$ cat config.mk
export PLATFORM = sky130hd
export DESIGN_NAME = eth_frame_tx
export DESIGN_NICKNAME = d
export VERILOG_FILES = /design/src/rtl/eth_pkg.sv /design/src/rtl/eth_crc32_byte.sv /design/src/rtl/eth_frame_tx.sv
export SDC_FILE = /design/constraint.sdc
export NUM_CORES = 1
export LEC_CHECK = 0
export ABC_CLOCK_PERIOD_IN_PS = 6200
export BUFFER_PORTS_ARGS = -buffer_cell sky130_fd_sc_hd__buf_4
export CAP_MARGIN = 10
export CORE_ASPECT_RATIO = 1.2
export CORE_MARGIN = 4
export CORE_UTILIZATION = 58
export DETAILED_ROUTE_END_ITERATION = 10
export GPL_ROUTABILITY_DRIVEN = 0
export PLACE_DENSITY = 0.89
export SYNTH_ARGS = -nofsm -noshare
export SYNTH_HDL_FRONTEND = slang
export SYNTH_SLANG_ARGS = --single-unit
$ cat constraint.sdc
create_clock -name clk -period 6.2 [get_ports clk]
set_input_delay 1.24 -clock clk [delete_from_list [all_inputs] [get_ports clk]]
set_output_delay 1.24 -clock clk [all_outputs]
set_load 0.01 [all_outputs]
$ cat src/rtl/eth_pkg.sv
// Shared constants, state encoding and header helper for the Ethernet frame path.
package eth_pkg;

    localparam int unsigned ETH_HDR_BYTES   = 14;
    localparam int unsigned ETH_FCS_BYTES   = 4;
    localparam logic [31:0] ETH_CRC_POLY    = 32'hEDB88320;
    localparam logic [31:0] ETH_CRC_INIT    = 32'hFFFFFFFF;
    localparam int unsigned ETH_MIN_PAYLOAD = 46;
    localparam int unsigned ETH_MAX_PAYLOAD = 1500;

    typedef enum logic [2:0] {
        StIdle,
        StHdr,
        StPay,
        StPad,
        StFcs
    } tx_state_t;

    // Header byte idx of {da, sa, len}, MSB first; out-of-range idx yields 0.
    function automatic logic [7:0] hdr_byte(input logic [47:0] da, input logic [47:0] sa,
                                            input logic [15:0] len, input logic [3:0] idx);
        logic [111:0] hdr;
        hdr = {da, sa, len};
        return 8'(hdr >> (8 * (32'(ETH_HDR_BYTES - 1) - 32'(idx))));
    endfunction

endpackage

$ cat src/rtl/eth_crc32_byte.sv
// Combinational byte-wise CRC-32 step (reflected polynomial, LSB first).
module eth_crc32_byte
    import eth_pkg::*;
(
    input  logic [31:0] crc_i,
    input  logic [7:0]  data_i,
    output logic [31:0] crc_o
);

    logic [31:0] c;

    always_comb begin
        c = crc_i ^ {24'h0, data_i};
        for (int i = 0; i < 8; i++) begin
            c = c[0] ? ((c >> 1) ^ ETH_CRC_POLY) : (c >> 1);
        end
        crc_o = c;
    end

endmodule

$ cat src/rtl/eth_frame_tx.sv
// Ethernet frame transmitter: header, pass-through payload, zero pad and FCS on a
// byte-wide valid/ready stream.
module eth_frame_tx
    import eth_pkg::*;
#(
    parameter int unsigned MIN_PAYLOAD = ETH_MIN_PAYLOAD,
    parameter int unsigned MAX_PAYLOAD = ETH_MAX_PAYLOAD
) (
    input  logic        clk,
    input  logic        rst,
    input  logic        start,
    input  logic [47:0] da,
    input  logic [47:0] sa,
    input  logic [15:0] len,
    output logic        busy,
    output logic        done,
    output logic        err,
    input  logic [7:0]  data_in,
    input  logic        valid_in,
    output logic        ready_out,
    output logic [7:0]  data_out,
    output logic        valid_out,
    input  logic        ready_in
);

    localparam logic [15:0] MinLen  = 16'(MIN_PAYLOAD);
    localparam logic [15:0] MaxLen  = 16'(MAX_PAYLOAD);
    localparam logic [15:0] LastHdr = 16'(ETH_HDR_BYTES - 1);
    localparam logic [15:0] LastFcs = 16'(ETH_FCS_BYTES - 1);

    tx_state_t   state_q, state_d;
    logic [15:0] cnt_q, cnt_d;
    logic [15:0] len_q, len_d;
    logic [47:0] da_q, da_d;
    logic [47:0] sa_q, sa_d;
    logic [31:0] crc_q, crc_d;
    logic [31:0] crc_next;
    logic [31:0] fcs;
    logic        done_q, done_d;
    logic        err_q, err_d;
    logic        hs;
    logic        len_ok;
    logic        last_hdr, last_pay, last_pad, last_fcs;

    assign hs       = valid_out & ready_in;
    assign len_ok   = (len != 16'd0) && (len <= MaxLen);
    assign fcs      = ~crc_q;
    assign last_hdr = (cnt_q == LastHdr);
    assign last_pay = (cnt_q == len_q - 16'd1);
    assign last_pad = (cnt_q == MinLen - 16'd1);
    assign last_fcs = (cnt_q == LastFcs);

    assign busy = (state_q != StIdle);
    assign done = done_q;
    assign err  = err_q;

    eth_crc32_byte u_crc (
        .crc_i  (crc_q),
        .data_i (data_out),
        .crc_o  (crc_next)
    );

    always_ff @(posedge clk or posedge rst) begin
        if (rst) begin
            state_q <= StIdle;
        end else begin
            state_q <= state_d;
        end
    end

    always_comb begin
        state_d = state_q;
        unique case (state_q)
            StIdle: if (start && len_ok) state_d = StHdr;
            StHdr:  if (hs && last_hdr) state_d = StPay;
            StPay:  if (hs && last_pay) state_d = (len_q < MinLen) ? StPad : StFcs;
            StPad:  if (hs && last_pad) state_d = StFcs;
            StFcs:  if (hs && last_fcs) state_d = StIdle;
            default: state_d = StIdle;
        endcase
    end

    // Outside PAY the byte is a pure function of registers, so it holds under stall.
    always_comb begin
        data_out  = 8'h00;
        valid_out = 1'b0;
        ready_out = 1'b0;
        unique case (state_q)
            StIdle: ;
            StHdr: begin
                valid_out = 1'b1;
                data_out  = hdr_byte(da_q, sa_q, len_q, cnt_q[3:0]);
            end
            StPay: begin
                valid_out = valid_in;
                data_out  = data_in;
                ready_out = ready_in;
            end
            StPad: valid_out = 1'b1;
            StFcs: begin
                valid_out = 1'b1;
                data_out  = 8'(fcs >> {cnt_q[1:0], 3'b000});
            end
            default: ;
        endcase
    end

    // PAY->PAD keeps counting so the pad stops when payload plus pad reaches MinLen.
    always_comb begin
        cnt_d  = cnt_q;
        len_d  = len_q;
        da_d   = da_q;
        sa_d   = sa_q;
        crc_d  = crc_q;
        done_d = 1'b0;
        err_d  = 1'b0;
        if (state_q == StIdle) begin
            if (start && len_ok) begin
                da_d  = da;
                sa_d  = sa;
                len_d = len;
                crc_d = ETH_CRC_INIT;
                cnt_d = '0;
            end else if (start) begin
                err_d = 1'b1;
            end
        end else if (hs) begin
            if (state_q != StFcs) crc_d = crc_next;
            cnt_d  = (state_d != state_q && state_d != StPad) ? '0 : cnt_q + 16'd1;
            done_d = (state_d == StIdle);
        end
    end

    always_ff @(posedge clk or posedge rst) begin
        if (rst) begin
            cnt_q  <= '0;
            len_q  <= '0;
            da_q   <= '0;
            sa_q   <= '0;
            crc_q  <= ETH_CRC_INIT;
            done_q <= 1'b0;
            err_q  <= 1'b0;
        end else begin
            cnt_q  <= cnt_d;
            len_q  <= len_d;
            da_q   <= da_d;
            sa_q   <= sa_d;
            crc_q  <= crc_d;
            done_q <= done_d;
            err_q  <= err_d;
        end
    end

endmodule

==> flow_results.xml <==
<?xml version="1.0" encoding="UTF-8"?>
<metrics>
  <group name="final_layout">
    <metric name="register_area" unit="um2">4170</metric>
    <metric name="finalNetCount" unit="">1034</metric>
    <metric name="n_antenna_cell" unit="">0</metric>
    <metric name="num-fill-cells" unit="">1084</metric>
    <metric name="multi_input_logic_area" unit="um2">4851</metric>
    <metric name="area.growth.synth_to_final" unit="%">18.25</metric>
    <metric name="final-instance-count-excl-fill" unit="">1124</metric>
    <metric name="layout_cell_share_with_drive_strength_beyond_1" unit="">0.4148</metric>
  </group>
  <group name="power">
    <metric name="power.switching_fraction" unit="">0.4083</metric>
    <metric name="vdd.ir_drop.worst" unit="uV">352.5</metric>
    <metric name="clock_power_share" unit="">0.184</metric>
    <metric name="power.share.combinational" unit="">0.531</metric>
    <metric name="sequentialPowerShare" unit="">0.285</metric>
    <metric name="power_report.internal_total" unit="mW">3.471</metric>
    <metric name="power_switching" unit="mW">2.395</metric>
    <metric name="power" unit="mW">5.866</metric>
    <metric name="static-leakage-power" unit="nW">5.065</metric>
    <metric name="powerDensity" unit="nW/um2">532.7</metric>
  </group>
  <group name="drt">
    <metric name="detail_route.wirelength" unit="um">23350</metric>
    <metric name="detailedRoute.firstIterationViolations" unit="">653</metric>
    <metric name="num_vias" unit="">6922</metric>
    <metric name="detailed_routing_iteration_count_for_the_pre_antenna_repair_pass" unit="">5</metric>
    <metric name="drc" unit="">0</metric>
    <metric name="wl_per_cell" unit="um">20.77</metric>
    <metric name="antenna_left" unit="">0</metric>
    <metric name="route.detailed.vias_per_inst" unit="">6.158</metric>
  </group>
  <group name="critical_path">
    <metric name="crit_path_cell_trace" unit="">buf_4 &gt; ha_1 &gt; buf_4 &gt; mux4_1 &gt; mux2i_1 &gt; o221ai_1 &gt; a221o_1 &gt; buf_4</metric>
    <metric name="cp_data_required_time" unit="ps">4960</metric>
    <metric name="worst_setup_path_start_kind" unit="">flip-flop</metric>
    <metric name="critical-path-max-stage-delay" unit="ps">700</metric>
    <metric name="worst_case_register_to_register_setup_slack" unit="ps">1720</metric>
    <metric name="class_of_the_most_critical_setup_path" unit="">reg2out</metric>
    <metric name="cp_data_arrival_time" unit="ps">3520</metric>
    <metric name="r2r_end" unit="">crc_q[5]</metric>
    <metric name="worst_r2r_startpoint" unit="">cnt_q[1]</metric>
    <metric name="ff2ff_path_depth" unit="">12</metric>
    <metric name="crit_path_max_fanout" unit="">25</metric>
    <metric name="slowest_stage" unit="">sky130_fd_sc_hd__ha_1</metric>
    <metric name="timing.critical_path.mode_cell" unit="">sky130_fd_sc_hd__buf_4</metric>
    <metric name="worstSetupEndpointType" unit="">output port</metric>
  </group>
  <group name="run_status">
    <metric name="outcome" unit="">finished, final reports clean</metric>
  </group>
  <group name="clock_network">
    <metric name="cts.hold.buffers_added" unit="">0</metric>
    <metric name="number_of_gates_given_a_new_drive_strength_after_cts" unit="">0</metric>
    <metric name="cts_htree_levels" unit="">4</metric>
    <metric name="post-cts-setup-buffers" unit="">0</metric>
    <metric name="tritoncts" unit="">yes</metric>
    <metric name="clk_root_buffer_cell" unit="">sky130_fd_sc_hd__clkbuf_16</metric>
    <metric name="insertion_delay" unit="ps">430</metric>
    <metric name="path_clk_slew" unit="ps">60</metric>
    <metric name="clkSinkCount" unit="">165</metric>
    <metric name="cts_inserted_buffers" unit="">17</metric>
    <metric name="ctsLongestPathBuffers" unit="">2</metric>
  </group>
  <group name="sta">
    <metric name="post-route-period-util" unit="">0.7673</metric>
    <metric name="finalHoldViolCount" unit="">0</metric>
    <metric name="postLayoutSetupSlackWorst" unit="ps">1443</metric>
    <metric name="hold-worst-slack" unit="ps">505.4</metric>
    <metric name="slew_headroom" unit="">0.2157</metric>
    <metric name="worst_clock_skew" unit="ps">9.333</metric>
    <metric name="timing.fmax" unit="GHz">0.2102</metric>
    <metric name="drv_slew" unit="">0</metric>
    <metric name="rsz_0062_raised_after_global_routing" unit="">false</metric>
    <metric name="setup_violations" unit="">0</metric>
    <metric name="setup_total_negative_slack" unit="ps">0</metric>
    <metric name="worst-slew-pin-transition" unit="ps">1175</metric>
    <metric name="finalCriticalPeriod" unit="ps">4757</metric>
  </group>
  <group name="floorplanning">
    <metric name="start_util" unit="">0.5931</metric>
    <metric name="core" unit="um2">15700</metric>
    <metric name="floorplan.io_pins" unit="">138</metric>
    <metric name="die_area" unit="um2">18160</metric>
    <metric name="die_height" unit="um">146.8</metric>
    <metric name="die_w" unit="um">123.7</metric>
    <metric name="rows" unit="">50</metric>
  </group>
  <group name="logic_synthesis">
    <metric name="synth_flop_cell" unit="">sky130_fd_sc_hd__dfrtp_1</metric>
    <metric name="synthesis.nets" unit="">919</metric>
    <metric name="synth-edff-count" unit="">0</metric>
    <metric name="flop_and_latch_count_out_of_synthesis" unit="">165</metric>
    <metric name="yosys_warnings" unit="">0</metric>
    <metric name="synth.lib_cells_used.distinct" unit="">77</metric>
    <metric name="synth-seq-area-share" unit="">0.4477</metric>
    <metric name="syn_area_per_cell" unit="um2">11.80</metric>
    <metric name="syn_inst" unit="">789</metric>
    <metric name="post_synth_instance_area" unit="um2">9313</metric>
    <metric name="async_flop_share" unit="">1.000</metric>
  </group>
  <group name="global_routing">
    <metric name="grt_overflow" unit="">0</metric>
    <metric name="grtUsageTotal" unit="">0.2665</metric>
    <metric name="via_count_of_the_first_global_routing_pass" unit="">7218</metric>
    <metric name="pin_count_of_the_biggest_net_entering_global_routing" unit="">119</metric>
    <metric name="antenna_violations_before_repair" unit="">0</metric>
    <metric name="grt_first_pass_wirelength" unit="um">37690</metric>
  </group>
  <group name="min_path">
    <metric name="hold_path.startpoint" unit="">da_q[2]</metric>
    <metric name="min-delay-path-class" unit="">reg2reg</metric>
    <metric name="hold_path_depth" unit="">1</metric>
    <metric name="min_to" unit="">da_q[2]</metric>
  </group>
  <group name="placed_design">
    <metric name="placedCellCount" unit="">1093</metric>
    <metric name="hpwlAfterDp" unit="um">16560</metric>
    <metric name="detailedPlace.worstSlack" unit="ps">1833</metric>
    <metric name="port_bufs" unit="">137</metric>
  </group>
  <group name="flow_run">
    <metric name="max-cap-violations" unit="">0</metric>
  </group>
</metrics>
worst max-delay path by stage:
stage | from | endpoint | slack (ps) | cells after the start
2_1_floorplan | rst | cnt_q[0] | 550 | 1
3_3_place_gp | cnt_q[1] | crc_q[5] | 1870 | 12
3_5_place_dp | cnt_q[1] | crc_q[5] | 1830 | 12
4_1_cts | cnt_q[1] | data_out[0] | 1450 | 8
5_1_grt | cnt_q[1] | data_out[7] | 1280 | 8
6_report | cnt_q[1] | data_out[7] | 1440 | 8
cells by family (layout without fill, tap and decap cells):
| kind of cell | after synthesis | after routing | share of synthesized area |
|---|---|---|---|
| adders and majority gates | 5 | 5 | 0.006718 |
| AOI/OAI and AO/OA | 135 | 135 | 0.09983 |
| buffers and inverters | 61 | 188 | 0.03319 |
| muxes | 160 | 160 | 0.2186 |
| and+or+nand+nor | 175 | 175 | 0.1016 |
| xor gates and xnor gates | 88 | 88 | 0.09244 |
| DFF | 165 | 165 | 0.4477 |
routing by layer:
metal  global-route usage  share of wire
met1               0.3519           0.40
met2               0.4265           0.50
met3              0.05930          0.064
met4               0.1058          0.039
met5                    0              0
cells in the mapped netlist, types with 16 or more instances:
| library cell | n | area, um2 |
|---|---|---|
| sky130_fd_sc_hd__xor2_1 | 28 | 245.2 |
| sky130_fd_sc_hd__nor2_1 | 52 | 195.2 |
| sky130_fd_sc_hd__a21oi_1 | 46 | 230.2 |
| sky130_fd_sc_hd__a31oi_1 | 16 | 100.1 |
| sky130_fd_sc_hd__nand2_1 | 25 | 93.84 |
| sky130_fd_sc_hd__mux2_2 | 114 | 1284 |
| sky130_fd_sc_hd__dfrtp_1 | 133 | 3328 |
| sky130_fd_sc_hd__xnor2_1 | 48 | 420.4 |
| sky130_fd_sc_hd__mux4_2 | 22 | 495.5 |
| sky130_fd_sc_hd__mux2i_1 | 23 | 230.2 |
| sky130_fd_sc_hd__clkbuf_1 | 27 | 101.4 |
| sky130_fd_sc_hd__dfstp_2 | 32 | 840.8 |
layout make-up:
type                    instances  area share
multi-input cells             563      0.4405
flip-flops and latches        165      0.3787
repair buffers                144     0.09817
clock buffers                  19     0.04113
well taps                     208     0.02363
clock inverters                12     0.01295
inverters                      13    0.004886
through the flow:
step	cell area [um2]	utilization
final	11010	0.7013
after global routing	11010	0.7013
after CTS	11010	0.7013
after detailed placement	10420	0.6633
after global placement	10420	0.6633
after floorplan	9313	-
placed cells by master, fill, tap and decap left out, types with 4 or more instances in the layout:
cell type / Yosys / final
sky130_fd_sc_hd__buf_4: 4 / 144
sky130_fd_sc_hd__nor4_1: 10 / 10
sky130_fd_sc_hd__and2_1: 8 / 8
sky130_fd_sc_hd__xor2_2: 9 / 9
sky130_fd_sc_hd__inv_1: 13 / 12
sky130_fd_sc_hd__o221ai_1: 5 / 5
sky130_fd_sc_hd__a211o_1: 4 / 4
sky130_fd_sc_hd__ha_1: 5 / 5
sky130_fd_sc_hd__nand2_1: 25 / 25
sky130_fd_sc_hd__dfstp_2: 32 / 32
sky130_fd_sc_hd__o21ai_0: 11 / 11
sky130_fd_sc_hd__xor2_1: 28 / 28
sky130_fd_sc_hd__inv_6: 0 / 6
sky130_fd_sc_hd__o22ai_1: 4 / 4
sky130_fd_sc_hd__mux2_2: 114 / 114
sky130_fd_sc_hd__or4_1: 4 / 4
sky130_fd_sc_hd__xnor2_1: 48 / 48
sky130_fd_sc_hd__a21oi_1: 46 / 46
sky130_fd_sc_hd__nor2_1: 52 / 51
sky130_fd_sc_hd__a31oi_1: 16 / 16
sky130_fd_sc_hd__nor3_1: 9 / 9
sky130_fd_sc_hd__dfrtp_1: 133 / 132
sky130_fd_sc_hd__a21oi_2: 5 / 5
sky130_fd_sc_hd__nand2b_1: 5 / 5
sky130_fd_sc_hd__nand3_1: 15 / 14
sky130_fd_sc_hd__or2b_1: 7 / 7
sky130_fd_sc_hd__clkbuf_16: 0 / 17
sky130_fd_sc_hd__and3_1: 10 / 10
sky130_fd_sc_hd__mux2i_1: 23 / 23
sky130_fd_sc_hd__o22a_1: 6 / 6
sky130_fd_sc_hd__mux4_2: 22 / 22
sky130_fd_sc_hd__nand3b_1: 7 / 7
worst max-delay path: cells and delay by family (launching register included):
kind,cells,cell delay [ps]
adder cells (fa/ha/maj),1,700
multiplexers,2,490
flip-flops,1,360
buffers and inverters,3,860
AO/OA/AOI/OAI,2,670
power groups by stage:
stage                     clock [mW]  sequential, mW  combinational [mW]
after floorplan                    0            1.54                2.54
after global placement             0            1.67                2.94
after detailed placement           0            1.68                3.03
after CTS                       1.09            1.67                3.10
after global routing            1.13            1.71                3.37
final                           1.08            1.67                3.11
sequential cells by signal (all words and copies together) (netlist names):
| register | flops |
|---|---|
| cnt_q | 16 |
| crc_q | 32 |
| da_q | 48 |
| done | 1 |
| err | 1 |
| len_q | 16 |
| sa_q | 48 |
| state_q | 3 |
(Power assumes the default switching activity.)
